==> src/rtl/hack_pkg.sv <==
// Shared definitions for the Hack cores: FSM state encoding, instruction field
// positions and the jump-condition helper.
package hack_pkg;

    typedef enum logic [2:0] {
        S_FETCH,
        S_READ,
        S_EXEC,
        S_WRITE,
        S_HALT
    } state_t;

    localparam int A_BIT    = 12;
    localparam int COMP_LSB = 6;
    localparam int DEST_A   = 5;
    localparam int DEST_D   = 4;
    localparam int DEST_M   = 3;
    localparam int JMP_LT   = 2;
    localparam int JMP_EQ   = 1;
    localparam int JMP_GT   = 0;

    function automatic logic jump_taken(input logic [2:0] jmp, input logic zr, input logic ng);
        return (jmp[2] & ng) | (jmp[1] & zr) | (jmp[0] & ~ng & ~zr);
    endfunction

endpackage

==> src/rtl/hack_cpu_mc_if.sv <==
// Instruction-fetch and data-memory request/ready bus between the core and
// the memory interconnect.
interface hack_cpu_mc_if #(
    parameter int WIDTH    = 16,
    parameter int PC_WIDTH = 15
);
    logic                instr_req;
    logic [PC_WIDTH-1:0] instr_addr;
    logic                instr_valid;
    logic [WIDTH-1:0]    instr_data;
    logic                mem_req;
    logic                mem_we;
    logic [WIDTH-1:0]    mem_addr;
    logic [WIDTH-1:0]    mem_wdata;
    logic                mem_ready;
    logic [WIDTH-1:0]    mem_rdata;

    modport master (
        output instr_req, instr_addr,
        input  instr_valid, instr_data,
        output mem_req, mem_we, mem_addr, mem_wdata,
        input  mem_ready, mem_rdata
    );

    modport slave (
        input  instr_req, instr_addr,
        output instr_valid, instr_data,
        input  mem_req, mem_we, mem_addr, mem_wdata,
        output mem_ready, mem_rdata
    );
endinterface

==> src/rtl/hack_alu.sv <==
// Combinational Hack ALU at arbitrary width; shared with the single-cycle core.
module hack_alu #(
    parameter int WIDTH = 16
) (
    input  logic [WIDTH-1:0] x,
    input  logic [WIDTH-1:0] y,
    input  logic             zx,
    input  logic             nx,
    input  logic             zy,
    input  logic             ny,
    input  logic             f,
    input  logic             no,
    output logic [WIDTH-1:0] out,
    output logic             zr,
    output logic             ng
);
    logic [WIDTH-1:0] x_z, x_n, y_z, y_n, res;

    assign x_z = zx ? '0 : x;
    assign x_n = nx ? ~x_z : x_z;
    assign y_z = zy ? '0 : y;
    assign y_n = ny ? ~y_z : y_z;
    assign res = f ? (x_n + y_n) : (x_n & y_n);
    assign out = no ? ~res : res;
    assign zr  = (out == '0);
    assign ng  = out[WIDTH-1];
endmodule

==> src/rtl/hack_cpu_mc.sv <==
// Multi-cycle Hack CPU: FETCH -> [READ] -> EXEC -> [WRITE] with request/ready
// memory handshakes and sticky detection of the jump-to-self halt loop.
module hack_cpu_mc
    import hack_pkg::*;
#(
    parameter int WIDTH    = 16,
    parameter int PC_WIDTH = 15
) (
    input  logic                clock,
    input  logic                reset,
    hack_cpu_mc_if.master       bus,
    output logic [PC_WIDTH-1:0] pc,
    output logic                halted
);
    state_t              state_q;
    logic [WIDTH-1:0]    ir_q, a_q, d_q, m_q, waddr_q, wres_q;
    logic [PC_WIDTH-1:0] pc_q;
    logic                halt_pend_q, halted_q;

    logic                is_c, take, halt_cond;
    logic [WIDTH-1:0]    alu_out, alu_y, a_d, d_d;
    logic [PC_WIDTH-1:0] pc_d;
    logic                alu_zr, alu_ng;

    assign is_c  = ir_q[WIDTH-1];
    assign alu_y = ir_q[A_BIT] ? m_q : a_q;

    hack_alu #(.WIDTH(WIDTH)) u_alu (
        .x  (d_q),
        .y  (alu_y),
        .zx (ir_q[COMP_LSB+5]),
        .nx (ir_q[COMP_LSB+4]),
        .zy (ir_q[COMP_LSB+3]),
        .ny (ir_q[COMP_LSB+2]),
        .f  (ir_q[COMP_LSB+1]),
        .no (ir_q[COMP_LSB]),
        .out(alu_out),
        .zr (alu_zr),
        .ng (alu_ng)
    );

    // All next values below use only pre-instruction A/D/M/pc.
    assign take      = is_c & jump_taken(ir_q[JMP_LT:JMP_GT], alu_zr, alu_ng);
    assign halt_cond = take && (a_q[PC_WIDTH-1:0] == pc_q);
    assign pc_d      = take ? a_q[PC_WIDTH-1:0] : pc_q + 1'b1;
    assign a_d       = !is_c ? {1'b0, ir_q[WIDTH-2:0]} : (ir_q[DEST_A] ? alu_out : a_q);
    assign d_d       = (is_c && ir_q[DEST_D]) ? alu_out : d_q;

    always_ff @(posedge clock or negedge reset) begin
        if (!reset) begin
            state_q     <= S_FETCH;
            ir_q        <= '0;
            a_q         <= '0;
            d_q         <= '0;
            m_q         <= '0;
            pc_q        <= '0;
            waddr_q     <= '0;
            wres_q      <= '0;
            halt_pend_q <= 1'b0;
            halted_q    <= 1'b0;
        end else begin
            case (state_q)
                S_FETCH: if (bus.instr_valid) begin
                    ir_q    <= bus.instr_data;
                    state_q <= (bus.instr_data[WIDTH-1] && bus.instr_data[A_BIT]) ? S_READ : S_EXEC;
                end
                S_READ: if (bus.mem_ready) begin
                    m_q     <= bus.mem_rdata;
                    state_q <= S_EXEC;
                end
                S_EXEC: begin
                    a_q         <= a_d;
                    d_q         <= d_d;
                    pc_q        <= pc_d;
                    waddr_q     <= a_q;
                    wres_q      <= alu_out;
                    halt_pend_q <= halt_cond;
                    if (is_c && ir_q[DEST_M]) begin
                        state_q <= S_WRITE;
                    end else if (halt_cond) begin
                        state_q  <= S_HALT;
                        halted_q <= 1'b1;
                    end else begin
                        state_q <= S_FETCH;
                    end
                end
                S_WRITE: if (bus.mem_ready) begin
                    if (halt_pend_q) begin
                        state_q  <= S_HALT;
                        halted_q <= 1'b1;
                    end else begin
                        state_q <= S_FETCH;
                    end
                end
                S_HALT:  state_q <= S_HALT;
                default: state_q <= S_FETCH;
            endcase
        end
    end

    // Fetch request is gated by reset so it drops the instant reset asserts.
    assign bus.instr_req  = reset && (state_q == S_FETCH);
    assign bus.instr_addr = pc_q;
    assign bus.mem_req    = (state_q == S_READ) || (state_q == S_WRITE);
    assign bus.mem_we     = (state_q == S_WRITE);
    assign bus.mem_addr   = (state_q == S_READ)  ? a_q :
                            (state_q == S_WRITE) ? waddr_q : '0;
    assign bus.mem_wdata  = (state_q == S_WRITE) ? wres_q : '0;
    assign pc             = pc_q;
    assign halted         = halted_q;
endmodule

==> src/flat_wrapper.sv <==
// flat-port wrapper written by rule: the top's interface ports become plain ports
module hack_cpu_mc_flat import hack_pkg::*;
#(
    parameter int WIDTH    = 16,
    parameter int PC_WIDTH = 15
)
  (clock, reset, pc, halted, bus_instr_req, bus_instr_addr, bus_instr_valid, bus_instr_data, bus_mem_req, bus_mem_we, bus_mem_addr, bus_mem_wdata, bus_mem_ready, bus_mem_rdata);
  hack_cpu_mc_if #(.WIDTH(WIDTH), .PC_WIDTH(PC_WIDTH)) bus_i ();
  input  logic clock;
  input  logic reset;
  output logic [PC_WIDTH-1:0] pc;
  output logic halted;
  output wire logic [$bits(bus_i.instr_req)-1:0] bus_instr_req;
  output wire logic [$bits(bus_i.instr_addr)-1:0] bus_instr_addr;
  input wire logic [$bits(bus_i.instr_valid)-1:0] bus_instr_valid;
  input wire logic [$bits(bus_i.instr_data)-1:0] bus_instr_data;
  output wire logic [$bits(bus_i.mem_req)-1:0] bus_mem_req;
  output wire logic [$bits(bus_i.mem_we)-1:0] bus_mem_we;
  output wire logic [$bits(bus_i.mem_addr)-1:0] bus_mem_addr;
  output wire logic [$bits(bus_i.mem_wdata)-1:0] bus_mem_wdata;
  input wire logic [$bits(bus_i.mem_ready)-1:0] bus_mem_ready;
  input wire logic [$bits(bus_i.mem_rdata)-1:0] bus_mem_rdata;
  assign bus_instr_req = bus_i.instr_req;
  assign bus_instr_addr = bus_i.instr_addr;
  assign bus_i.instr_valid = bus_instr_valid;
  assign bus_i.instr_data = bus_instr_data;
  assign bus_mem_req = bus_i.mem_req;
  assign bus_mem_we = bus_i.mem_we;
  assign bus_mem_addr = bus_i.mem_addr;
  assign bus_mem_wdata = bus_i.mem_wdata;
  assign bus_i.mem_ready = bus_mem_ready;
  assign bus_i.mem_rdata = bus_mem_rdata;
  hack_cpu_mc #(.WIDTH(WIDTH), .PC_WIDTH(PC_WIDTH)) u_core (.clock(clock), .reset(reset), .bus(bus_i), .pc(pc), .halted(halted));
endmodule
==> config.mk <==
export PLATFORM = sky130hd
export DESIGN_NAME = hack_cpu_mc_flat
export DESIGN_NICKNAME = d
export VERILOG_FILES = /design/src/rtl/hack_pkg.sv /design/src/rtl/hack_cpu_mc_if.sv /design/src/rtl/hack_alu.sv /design/src/rtl/hack_cpu_mc.sv /design/src/flat_wrapper.sv
export SDC_FILE = /design/constraint.sdc
export NUM_CORES = 1
export LEC_CHECK = 0
export BUFFER_PORTS_ARGS = -buffer_cell sky130_fd_sc_hd__buf_2
export CELL_PAD_IN_SITES_DETAIL_PLACEMENT = 1
export CELL_PAD_IN_SITES_GLOBAL_PLACEMENT = 2
export CORE_UTILIZATION = 32
export DETAILED_ROUTE_END_ITERATION = 10
export GPL_ROUTABILITY_DRIVEN = 0
export GPL_TIMING_DRIVEN = 0
export MAX_ROUTING_LAYER = met4
export PLACE_DENSITY_LB_ADDON = 0.05
export SYNTH_ARGS = -nofsm -noshare
export SYNTH_HDL_FRONTEND = slang
export SYNTH_SLANG_ARGS = --single-unit
==> constraint.sdc <==
create_clock -name clock -period 4.2 [get_ports clock]
set_input_delay 0.84 -clock clock [delete_from_list [all_inputs] [get_ports clock]]
set_output_delay 0.84 -clock clock [all_outputs]
set_load 0.01 [all_outputs]
After elaboration in Yosys (flattened, before gate mapping)
Index checks and enable logic that the tools add are counted.

storage, ports and cells
  logic and storage cells = 78
  bits of input ports = 36
  register bits = 116

cells by class
  reduce and logical (&&, ||, !) cells = 15
  $add $sub $neg = 2
  equal/unequal tests = 12
  mux-type cells = 26
  bitwise logic cells = 13

operators by type and width
  kind                   number
  $mux 16                12
  $not 16->16            3
  $mux 3                 6
  $add 16x16->16         1
  $and 16x16->16         1
  $logic_not 16->1       1
  $add 15x1->15 const B  1
  $eq 15x15->1           1
  $mux 15                1
  $pmux 3 s5             1
  $ne 2x2->1 const B     4
  $reduce_and 2->1       4
  $eq 3x2->1 const B     2
  $ne 2x1->1 const B     3
  $and 1x1->1            5
  $logic_and 1x1->1      5
  $reduce_and 5->1       1
  $mux 1                 4
  $eq 3x1->1 const B     1
  $eq 3x3->1 const B     1
  $logic_not 3->1        1
  $reduce_and 3->1       1
  $mux 2                 1
  $not 1->1              2
  4 further kinds        5

Logic depth before layout (Yosys ltp)
Gate-level depths: netlist of the first run.

  depth after elaboration = 17
  depth in mapped cells = 18
  mapped depth without buffers = 16

Cells and area by module
A second synthesis of the first run with hierarchy kept.

unflattened totals
  cell total of the unflattened synthesis = 833
  area total of the unflattened synthesis = 7781.2 µm²

modules (own cells, without submodules)
  module       cells each  seq. area each (µm²)  times used  area each (µm²)
  hack_cpu_mc  566         2902.8                1           5874.4
  hack_alu     267         0.0                   1           1906.8

Worst setup path after synthesis of the first run
OpenSTA, ideal clock, no wires.

  path type = register -> register
  from = register u_core.ir_q[12]
  to = register u_core.pc_q[3] (netlist: u_core.bus.instr_addr[3])
  data arrival time = 4.402 ns
  setup slack = -0.344 ns
  cell stages (with the launch flop) = 19
  path buffers = 4
  period minus slack after synthesis = 4.544 ns
  data required time = 4.058 ns
  cells stage by stage = dfrtp_1 clkbuf_1 clkbuf_1 mux2i_1 nor2_1 xor2_1 ha_1 buf_6 a21oi_1 o211ai_2 a2bb2oi_4 a211o_1 nand3_2 or4_4 o41a_1 a21oi_2 buf_6 mux2i_1 a22oi_2

between the ends
  word-level cells in the longest chain between the ends = 14

ends and longest elaborated chain
  element                                           RTL line                        source
  start, declared                                   hack_cpu_mc.sv:16               logic [WIDTH-1:0] ir_q, a_q, d_q, m_q, waddr_q, wres_q;
  start signal, assigned                            hack_cpu_mc.sv:64               ir_q <= bus.instr_data;
  $mux 16 (*)                                       hack_cpu_mc.sv:26               assign alu_y = ir_q[A_BIT] ? m_q : a_q;
  $mux 16 (*)                                       hack_alu.sv:21                  assign y_z = zy ? '0 : y;
  $not 16->16                                       hack_alu.sv:22                  assign y_n = ny ? ~y_z : y_z;
  $mux 16 (*)                                       hack_alu.sv:22
  $add 16x16->16 or $and 16x16->16 (tied branches)  hack_alu.sv:23                  assign res = f ? (x_n + y_n) : (x_n & y_n);
  $mux 16 (*)                                       hack_alu.sv:23
  $not 16->16                                       hack_alu.sv:24                  assign out = no ? ~res : res;
  $mux 16 (*)                                       hack_alu.sv:24
  $logic_not 16->1 or $not 1->1 (tied branches)     hack_alu.sv:25, hack_pkg.sv:23
  $and 1x1->1 or $not 1->1 (tied branches)          hack_pkg.sv:23                  return (jmp[2] & ng) | (jmp[1] & zr) | (jmp[0] & ~ng & ~zr);
  $or 1x1->1 or $and 1x1->1 (tied branches)         hack_pkg.sv:23
  $or 1x1->1 (*)                                    hack_pkg.sv:23
  $and 1x1->1 (*)                                   hack_cpu_mc.sv:43               assign take = is_c & jump_taken(ir_q[JMP_LT:JMP_GT], alu_zr, alu_ng);
  $mux 15 (*)                                       hack_cpu_mc.sv:45               assign pc_d = take ? a_q[PC_WIDTH-1:0] : pc_q + 1'b1;
  end signal, assigned                              hack_cpu_mc.sv:74               pc_q <= pc_d;
  end, declared                                     hack_cpu_mc.sv:17               logic [PC_WIDTH-1:0] pc_q;

Every way passes the cells marked *; elsewhere a longest branch is shown, timed or not.
A chain may end at the register's enable or synchronous reset.

Worst setup path after layout of the first run
  from = register u_core.ir_q[12]
  to = register u_core.pc_q[7] (netlist: u_core.bus.instr_addr[7])

The elaborated chain is that of the path after synthesis.

==> impl_metrics.tcl, run 1 <==
set metrics [dict create \
    start_util_pct 32.5 \
    dr_total_vias 7165 \
    pin_count 102 \
    rsz0062_at_grt "yes" \
    p_int_w 0.00204 \
    whs_ns 0.318 \
    p_total_w 0.00263 \
    vdd_drop_max_uv 212 \
    ys.warnings.count 0 \
    synth_cell_type_count 72 \
    synth_area_leaders "dfrtp_1 (37%), nand2_1 (6.7%), mux2i_1 (6.1%), xnor2_1 (4.6%), mux2_2 (4.4%)" \
    die_y_um 159 \
    async_reset_ff_share_pct 100 \
    place_hpwl_mm 21.6 \
    area_delta_synth_final_pct 27.8 \
    antenna_found_initial 0 \
    cts_hold_buffers 0 \
    cts.clk_slew.worst_paths_ns 0.06 \
    syn_inst 902 \
    detail_route.vias_per_cell 5.21 \
    final_common_cell "nand2_1" \
    cp_cell_sequence "buf_6 > clkbuf_16 > mux2i_1 > nor2_1 > xor2_1 > ha_2 > and4_4 > and2_1 > or4_4 > a31oi_4 > xnor2_2 > o41a_1 > a21oi_2 > buf_6 > buf_12 > buf_12 > mux2i_1 > a22oi_2" \
    row_count 57 \
    min_period_ns 4.40 \
    fin_skew_ns 0.0159 \
    clkPwrFrac_pct 54.8 \
    die-width_um 159 \
    grt_usage_pct 24.5 \
    grt_pass1_vias 7530 \
    p_comb_share_pct 2.1 \
    crit_buf_inv 5 \
    cp-end-kind "flop" \
    p_switching_w 0.000586 \
    cts_buffer_depth 2 \
    synth_ff_type "dfrtp_1" \
    postRouteAntennaNets 0 \
    wl_per_cell_um 21.4 \
    cp.arrival_ns 4.67 \
    fin_util_pct 41.5 \
    cp_slowest_cell "or4_4" \
    fmax_ghz 0.227 \
    synth_top_area_share_pct 36.9 \
    die_area_um2 25200 \
    crit_path_start_kind "flop" \
    portBuffers 101 \
    status "complete, but fails checks" \
    relSlewSlack_pct 17.0 \
    synth_edf_count 0 \
    pre_cts_ws_ns -1.58 \
    grt_pass1_wl_mm 45.4 \
    clk_latency_ns 0.42 \
    root_buffer "clkbuf_16" \
    drive_gt1_share_pct 29.5 \
    numCtsBuffers 17 \
    cts_htree_levels 4 \
    synth.cell_area_um2 7870 \
    first_pass_iters 4 \
    clock_sinks 116 \
    critPathTopFamily "simple AND/OR/NAND/NOR gates" \
    tightest_slew_ns 1.24 \
    finalSetupViolations 15 \
    fin_crit_sh_pct 105 \
    final_cell_mix "nand2_1 (139), dfrtp_1 (110), buf_2 (108)" \
    tns_ns -2.48 \
    yosysSeqAreaShare_pct 36.9 \
    core_region_area_um2 24200 \
    route.detailed.drc 0 \
    worstSetupPathType "reg2reg" \
    fin_ws_ns -0.203 \
    first_iter_violations 258 \
    powerDensity_nw_per_um2 261 \
    grt_max_degree 82 \
    netSwitchingFraction_pct 22.3 \
    p_leak_nw 4.73 \
    failed_checks "negative setup slack" \
    crit_fanout 10 \
    finalWirelength_mm 29.5 \
    avgSynthCellArea_um2 8.73 \
    drv_slew 0 \
    cts_tree "built" \
    pwr-share-seq_pct 43.1 \
    syn-num-nets 956 \
    ys_seq_elements 116 \
    crit_required_ns 4.46 \
    hold_viol 0 \
    nets 1095 \
    drv_cap 0 \
    synth_area_leader_cell "dfrtp_1" \
    hold_path_class "in2async" \
    grt_overflow 0 \
    max_stage_delay_ns 0.52 \
]
worst register-to-register path: cells and delay by family, from the launching register on:
family                   cells  cell delay (ns)
AND/OR/NAND/NOR              4             1.05
multiplexers                 2             0.36
flip-flops                   1             0.42
XOR/XNOR                     2             0.43
buffers and inverters        5             0.72
AO/OA/AOI/OAI                4             0.87
adder cells (fa/ha/maj)      1             0.39
Yosys cell counts (3+ instances only):
| cell | instances |
|---|---|
| a211o_1 | 6 |
| a211oi_1 | 5 |
| a21o_1 | 5 |
| a21oi_1 | 34 |
| a21oi_2 | 5 |
| a22oi_2 | 7 |
| a31oi_1 | 3 |
| and2_1 | 8 |
| and3_1 | 37 |
| and4_1 | 3 |
| buf_1 | 6 |
| buf_2 | 11 |
| buf_4 | 15 |
| buf_6 | 4 |
| clkbuf_1 | 41 |
| dfrtp_1 | 116 |
| ha_1 | 17 |
| inv_1 | 20 |
| mux2_2 | 31 |
| mux2i_1 | 48 |
| nand2_1 | 140 |
| nand2b_1 | 23 |
| nand3_1 | 12 |
| nand4_1 | 10 |
| nor2_1 | 73 |
| nor2b_1 | 4 |
| nor3_1 | 17 |
| nor4_1 | 4 |
| o2111a_1 | 3 |
| o2111ai_1 | 3 |
| o211ai_1 | 3 |
| o21ai_0 | 60 |
| o21ai_1 | 11 |
| o31ai_1 | 4 |
| or2_2 | 4 |
| or3_1 | 6 |
| or4_1 | 3 |
| xnor2_1 | 41 |
| xor2_1 | 17 |
layer usage:
layer  part of all wire (%)  global-route usage [%]  routed length [um]
met1                     45                    30.3               13200
met2                     49                    39.9               14500
met5                      0                       -                   0
met3                    2.7                    3.92                 801
met4                    3.2                    10.3                 939
repair_timing:
item | 4_1_cts | 5_1_grt
gates cloned | 2 | 1
setup buffers | 16 | 6
resized for setup | 69 | 39
setup endpoints to repair | 22 | 18
pin swaps | 20 | 13
state kept, by name (all words and copies together), names as in the netlist:
name,flops
u_core.state_q,3
u_core.bus.instr_addr,15
u_core.waddr_q,16
u_core.d_q,16
u_core.ir_q,16
u_core.wres_q,16
u_core.a_q,16
u_core.halt_pend_q,1
u_core.halted,1
u_core.m_q,16
per-stage QoR:
| step | std cells | instance area (um2) |
|---|---|---|
| after CTS | 1369 | 9830 |
| final | 1376 | 10100 |
| after global placement | 1327 | 8790 |
| after detailed placement | 1328 | 8830 |
| after global routing | 1375 | 10100 |
| after floorplan | 902 | 7880 |
kinds of logic after synthesis:
kind of cell             after synthesis  share of synthesized area, %
AO/OA/AOI/OAI                        182                          16.1
XOR/XNOR                              58                          6.45
adder cells (fa/ha/maj)               18                          2.96
buffers and inverters                 98                          5.94
flip-flops                           116                          36.9
multiplexers                          79                          10.5
AND/OR/NAND/NOR                      351                          21.1
final timing paths:
check	startpoint	to	slack, ns	cells past startpoint
setup / recovery	u_core.ir_q[12]$_DFFE_PN0P_	u_core.bus.instr_addr[7]$_DFFE_PN0P_	-0.20	18
hold / removal	reset	u_core.waddr_q[1]$_DFFE_PN0P_	0.32	1
setup reg to reg	u_core.ir_q[12]$_DFFE_PN0P_	u_core.bus.instr_addr[7]$_DFFE_PN0P_	-0.20	18
hold reg to reg	u_core.wres_q[12]$_DFFE_PN0P_	u_core.wres_q[12]$_DFFE_PN0P_	0.48	2
max in group asynchronous	reset	u_core.a_q[1]$_DFFE_PN0P_	3.13	2
min in group clock	u_core.wres_q[12]$_DFFE_PN0P_	u_core.wres_q[12]$_DFFE_PN0P_	0.48	2
power by group through the flow:
stage                     clock network, W  registers [W]   logic (W)
after floorplan                          0        0.00115  0.00000745
after global placement                   0        0.00115   0.0000537
after detailed placement                 0        0.00115   0.0000576
after CTS                          0.00148        0.00113   0.0000579
after global routing               0.00152        0.00113   0.0000632
final                              0.00144        0.00113   0.0000552
final cells by class:
| class | instances | area (um2) |
|---|---|---|
| fillers | 2856 | 14200 |
| inverters | 21 | 78.8 |
| clock buffers | 20 | 457 |
| repair buffers | 126 | 769 |
| plain buffers | 71 | 443 |
| well taps | 324 | 405 |
| diodes | 1 | 2.50 |
| clock inverters | 9 | 108 |
| multi-input cells | 688 | 4890 |
| flip-flops and latches | 116 | 2910 |
No activity file was read; power rests on OpenSTA's default activity.
==> inputs of run 2 (changes only) <==
--- a/config.mk
+++ b/config.mk
@@ -9,5 +9,6 @@
 export CELL_PAD_IN_SITES_DETAIL_PLACEMENT = 1
 export CELL_PAD_IN_SITES_GLOBAL_PLACEMENT = 2
-export CORE_UTILIZATION = 32
+export CORE_UTILIZATION = 35
+export CTS_BUF_LIST = sky130_fd_sc_hd__clkbuf_8 sky130_fd_sc_hd__clkbuf_16
 export DETAILED_ROUTE_END_ITERATION = 10
 export GPL_ROUTABILITY_DRIVEN = 0
==> constraint.sdc (replaced) <==
create_clock -name clock -period 5.25 [get_ports clock]
set_input_delay 0.2625 -clock clock [delete_from_list [all_inputs] [get_ports clock]]
set_output_delay 0.2625 -clock clock [all_outputs]
set_load 0.01 [all_outputs]
==> run 2 against run 1 <==
The flow finishes with violations (design-rule violations). Sequential share of layout area up 2.0 points. Clock power down 22%. Cell area down 6.6%. Critical path depth fell by 2. Register-to-register slack improved by 0.54 ns.
==> impl_metrics.tcl, run 2 (synthesis results as in run 1) <==
set metrics [dict create \
    crit_buf_inv 4 \
    drv_slew 0 \
    fin_crit_sh_pct 93.5 \
    status "complete, but fails checks" \
    final_cell_mix "nand2_1 (140), dfrtp_1 (115), buf_2 (112)" \
    crit_path_start_kind "flop" \
    wl_per_cell_um 21.0 \
    hold_path_class "in2reg" \
    grt_max_degree 60 \
    die_area_um2 23100 \
    route.detailed.drc 26 \
    fin_skew_ns 0.00974 \
    grt_pass1_wl_mm 43.3 \
    first_pass_iters 8 \
    cp_slowest_cell "o41a_1" \
    worstSetupPathType "reg2reg" \
    max_stage_delay_ns 0.47 \
    row_count 54 \
    min_period_ns 4.91 \
    cts_buffer_depth 2 \
    dr_total_vias 7016 \
    die_y_um 152 \
    p_leak_nw 4.54 \
    rsz0062_at_grt "no" \
    failed_checks "design-rule violations" \
    critical_path_depth 16 \
    crit_required_ns 5.52 \
    holdCritStartpoint "bus_instr_data[7]" \
    drive_gt1_share_pct 23.3 \
    cts.clk_slew.worst_paths_ns 0.06 \
    fin_cells 1318 \
    antenna_found_initial 0 \
    startpoint "u_core.ir_q[8]$_DFFE_PN0P_" \
    pin_count 102 \
    n_antenna_cell 0 \
    core_region_area_um2 22000 \
    finalWirelength_mm 27.7 \
    final_common_cell "nand2_1" \
    whs_path_depth 3 \
    numCtsBuffers 17 \
    nets 1079 \
    grt_pass1_vias 7076 \
    regToRegEndpoint "u_core.bus.instr_addr[3]$_DFFE_PN0P_" \
    timing.rr.start "u_core.ir_q[8]$_DFFE_PN0P_" \
    detail_route.vias_per_cell 5.32 \
    cts_htree_levels 4 \
    ff2ff_path_depth 16 \
    cp_cell_sequence "clkbuf_1 > buf_2 > xor2_1 > ha_1 > buf_6 > a21oi_2 > o21a_1 > a2bb2oi_1 > a21oi_1 > nor3_4 > o21ai_0 > o41a_1 > a21oi_2 > buf_6 > mux2i_1 > a22oi_2" \
    hold_viol 0 \
    r2r_setup_slack_ns 0.34 \
    clk_latency_ns 0.42 \
    critPathTopFamily "compound AO/OA/AOI/OAI gates" \
    grt_usage_pct 25.4 \
    pre_cts_ws_ns -1.07 \
    fmax_ghz 0.204 \
    cp.arrival_ns 5.18 \
    finalSetupViolations 0 \
    vdd_drop_max_uv 197 \
    root_buffer "clkbuf_16" \
    cts_tree "built" \
    grt_overflow 0 \
    postRouteAntennaNets 0 \
    place_hpwl_mm 20.9 \
    clock_sinks 116 \
    powerDensity_nw_per_um2 220 \
    fin_ws_ns 0.341 \
    p_total_w 0.00207 \
    die-width_um 152 \
    post-place-cells 1284 \
    cp-end-kind "flop" \
    relSlewSlack_pct 41.6 \
    area_delta_synth_final_pct 19.4 \
    crit_fanout 10 \
    portBuffers 101 \
    first_iter_violations 317 \
    tightest_slew_ns 0.870 \
    start_util_pct 35.9 \
    fillers 2654 \
    hold_path_end "u_core.ir_q[7]$_DFFE_PN0P_" \
    drv_cap 0 \
]
run 2: changes by cell type in the layout (fill, tap and decap cells not counted), sizes merged:
cell / change
dlygate4sd3: +1
bufinv: -1
buf: -19
diode: -1
clkinvlp: +3
clkbuf: -1
clkinv: +1
inv: +3
run 2: routing by layer:
layer	up-vias	global-route usage, %	share of wire (%)
met5	-	-	0
met4	0	5.59	1.3
met3	20	3.48	2.8
met2	128	38.0	44
met1	3493	36.3	52
li1	3375	-	-
run 2: how the worst max path moves through the flow:
stage / to / slack, ns
after floorplan: u_core.bus.instr_addr[3]$_DFFE_PN0P_ / 0.71
after global placement: u_core.bus.instr_addr[6]$_DFFE_PN0P_ / -1.02
after detailed placement: u_core.bus.instr_addr[3]$_DFFE_PN0P_ / -1.07
after CTS: u_core.bus.instr_addr[3]$_DFFE_PN0P_ / 0.02
after global routing: u_core.bus.instr_addr[8]$_DFFE_PN0P_ / 0.04
final: u_core.bus.instr_addr[3]$_DFFE_PN0P_ / 0.34
run 2: what timing repair did:
action                     CTS  global route
setup endpoints to repair   21            18
buffers inserted             0             3
resized for setup            8             9
pin swaps                    0             1
cloned                       0             0
hold endpoints to repair    57             0
hold buffers                 1             0
run 2: worst reg2reg max path, stage by stage (launching register included):
cell,delay (ns)
dfrtp_1,0.32
clkbuf_1,0.44
buf_2,0.40
xor2_1,0.27
ha_1,0.29
buf_6,0.14
a21oi_2,0.28
o21a_1,0.27
a2bb2oi_1,0.34
a21oi_1,0.13
nor3_4,0.32
o21ai_0,0.24
o41a_1,0.47
a21oi_2,0.31
buf_6,0.23
mux2i_1,0.26
a22oi_2,0.07
run 2: power by group:
part	switching, W	total [W]	internal, W
clock	0.000468	0.00112	0.000652
sequential	0.00000368	0.000904	0.000901
combinational	0.0000273	0.0000445	0.0000172
run 2: stage by stage:
step                      hold slack [ns]  setup TNS, ns  area (um2)  utilization [%]
after floorplan                   -0.0331              0        7870                -
after global placement              0.456         -17.82        8730             39.8
after detailed placement            0.289         -18.66        8760             39.9
after CTS                          0.0398              0        9360             42.6
after global routing               0.0645              0        9400             42.8
final                              0.0548              0        9400             42.8
run 2: cell type report:
| class | instances | area [um2] | share of cell area [%] |
|---|---|---|---|
| Multi-Input combinational cell | 688 | 4550 | 48.4 |
| Timing Repair Buffer | 106 | 572 | 6.08 |
| Tap cell | 280 | 350 | 3.73 |
| Buffer | 75 | 389 | 4.14 |
| Clock buffer | 17 | 425 | 4.52 |
| Sequential cell | 116 | 2900 | 30.9 |
| Inverter | 21 | 78.8 | 0.838 |
| Clock inverter | 15 | 131 | 1.40 |
==> inputs of run 3 (changes only) <==
- clock period: 5.25 -> 6.18 ns (I/O delays scaled with it)
==> run 3 against run 2 <==
The run still ends with design-rule violations left. Worst setup slack improved by 0.045 ns. Clock power decreased by 15%. Non-clock buffer count decreased by 2. Critical endpoint unchanged. Highest routed layer unchanged. Register-to-register slack improved by 0.05 ns.
==> impl_metrics.tcl, run 3 (synthesis results as in run 1) <==
set metrics [dict create \
    min_period_ns 5.79 \
    p_int_w 0.00133 \
    rsz0062_at_grt "no" \
    detail_route.vias_per_cell 5.32 \
    multi_input_area_um2 4510 \
    status "complete, but fails checks" \
    powerDensity_nw_per_um2 188 \
    area_delta_synth_final_pct 18.6 \
    n_antenna_cell 0 \
    place_hpwl_mm 20.9 \
    register_area_um2 2900 \
    finalWirelength_mm 27.6 \
    nets 1077 \
    fin_skew_ns 0.00962 \
    clkPwrFrac_pct 54.2 \
    regToRegEndpoint "u_core.bus.instr_addr[3]$_DFFE_PN0P_" \
    final_cell_mix "nand2_1 (140), dfrtp_1 (116), buf_2 (111)" \
    drv_cap 0 \
    crit_end "u_core.bus.instr_addr[3]$_DFFE_PN0P_" \
    tightest_slew_ns 0.896 \
    pwr-share-seq_pct 43.7 \
    root_buffer "clkbuf_16" \
    portBuffers 101 \
    finalSetupViolations 0 \
    grt_max_degree 60 \
    cp-end-kind "flop" \
    die_area_um2 23100 \
    fin_crit_sh_pct 93.8 \
    cts_tree "built" \
    clock_sinks 116 \
    numCtsBuffers 17 \
    failed_checks "design-rule violations" \
    grt_pass1_vias 7067 \
    crit_fanout 10 \
    postCtsSetupRepairBufs 0 \
    timing.rr.start "u_core.ir_q[10]$_DFFE_PN0P_" \
    grt_usage_pct 25.4 \
    core_region_area_um2 22000 \
    final_common_cell "nand2_1" \
    p_comb_share_pct 2.1 \
    p_switching_w 0.000425 \
    die-width_um 152 \
    fmax_ghz 0.173 \
    postRouteAntennaNets 0 \
    cts_buffer_depth 2 \
    cts_htree_levels 4 \
    first_pass_iters 8 \
    die_y_um 152 \
    r2r_setup_slack_ns 0.39 \
    grt_overflow 0 \
    antenna_found_initial 0 \
    first_iter_violations 307 \
    crit_required_ns 6.46 \
    cp.arrival_ns 6.07 \
    pin_count 102 \
    crit_path_start_kind "flop" \
    grt_pass1_wl_mm 43.2 \
    whs_ns 0.102 \
    dr_total_vias 7005 \
    p_leak_nw 4.52 \
    drv_slew 0 \
    hold_path_class "in2reg" \
    start_util_pct 35.9 \
    ff2ff_path_depth 16 \
    p_total_w 0.00176 \
    wl_per_cell_um 21.0 \
    hold_viol 0 \
    startpoint "u_core.ir_q[10]$_DFFE_PN0P_" \
    cts.clk_slew.worst_paths_ns 0.06 \
    clk_latency_ns 0.42 \
    drive_gt1_share_pct 22.2 \
    row_count 54 \
    worstSetupPathType "reg2reg" \
    relSlewSlack_pct 39.8 \
    netSwitchingFraction_pct 24.2 \
    fin_util_pct 42.5 \
    route.detailed.drc 26 \
    vdd_drop_max_uv 168 \
    fillers 2656 \
]
## run 3: how the worst min path moves through the flow
stage	slack [ns]	endpoint	cells past startpoint	startpoint
after detailed placement	0.34	u_core.wres_q[9]$_DFFE_PN0P_	1	reset
final	0.10	u_core.ir_q[7]$_DFFE_PN0P_	3	bus_instr_data[7]
after global routing	0.11	u_core.ir_q[3]$_DFFE_PN0P_	2	bus_instr_data[3]
after global placement	0.46	u_core.wres_q[7]$_DFFE_PN0P_	2	u_core.wres_q[7]$_DFFE_PN0P_
after CTS	0.09	u_core.ir_q[7]$_DFFE_PN0P_	3	bus_instr_data[7]
after floorplan	0.01	u_core.a_q[0]$_DFFE_PN0P_	0	reset
## run 3: cell type report
class,count,share of cell area [%]
multi-input cells,688,48.3
flip-flops and latches,116,31.1
repair buffers,103,5.88
clock buffers,17,4.56
plain buffers,76,4.14
well taps,280,3.75
clock inverters,15,1.41
inverters,21,0.844
## run 3: power by group through the flow
stage	registers, W	logic, W	clock network [W]
floorplan	0.000781	0.00000506	0
global placement	0.000782	0.0000362	0
detailed placement	0.000782	0.0000388	0
CTS	0.000768	0.0000394	0.000970
global route	0.000768	0.0000432	0.000996
finish	0.000768	0.0000377	0.000952
## run 3: worst max-delay path, stage by stage (launching register included)
cell       delay [ns]
dfrtp_1          0.32
clkbuf_1         0.51
clkbuf_1         0.64
xnor2_1          0.25
ha_1             0.36
buf_6            0.14
a21oi_1          0.39
o21a_1           0.30
a2bb2oi_1        0.32
a21oi_1          0.08
nor3_1           0.64
o21ai_0          0.35
o41a_1           0.50
a21oi_2          0.31
buf_6            0.23
mux2i_1          0.26
a22oi_2          0.07
## run 3: timing repair
item / in CTS / in global routing
endpoints found under the hold margin: 57 / 0
setup endpoints to repair: 18 / 2
pin swaps: 0 / 0
resized for setup: 2 / 0
hold buffers: 1 / 0
## run 3: metrics by stage
stage / setup WS [ns] / instance area [um2] / setup TNS [ns] / instances
floorplan: 1.64 / 7870 / 0 / 902
global placement: -0.0863 / 8730 / -0.975 / 1283
detailed placement: -0.136 / 8760 / -1.58 / 1284
CTS: 0.215 / 9340 / 0 / 1317
global route: 0.0430 / 9340 / 0 / 1316
finish: 0.386 / 9340 / 0 / 1316
## run 3: layer usage
layer  vias up  part of all wire (%)  track usage (%)
li1       3374                     -                -
met1      3454                    51             36.3
met2       155                    44             37.9
met3        22                   3.4             3.48
met4         0                   1.3             5.59
met5         -                     0                -
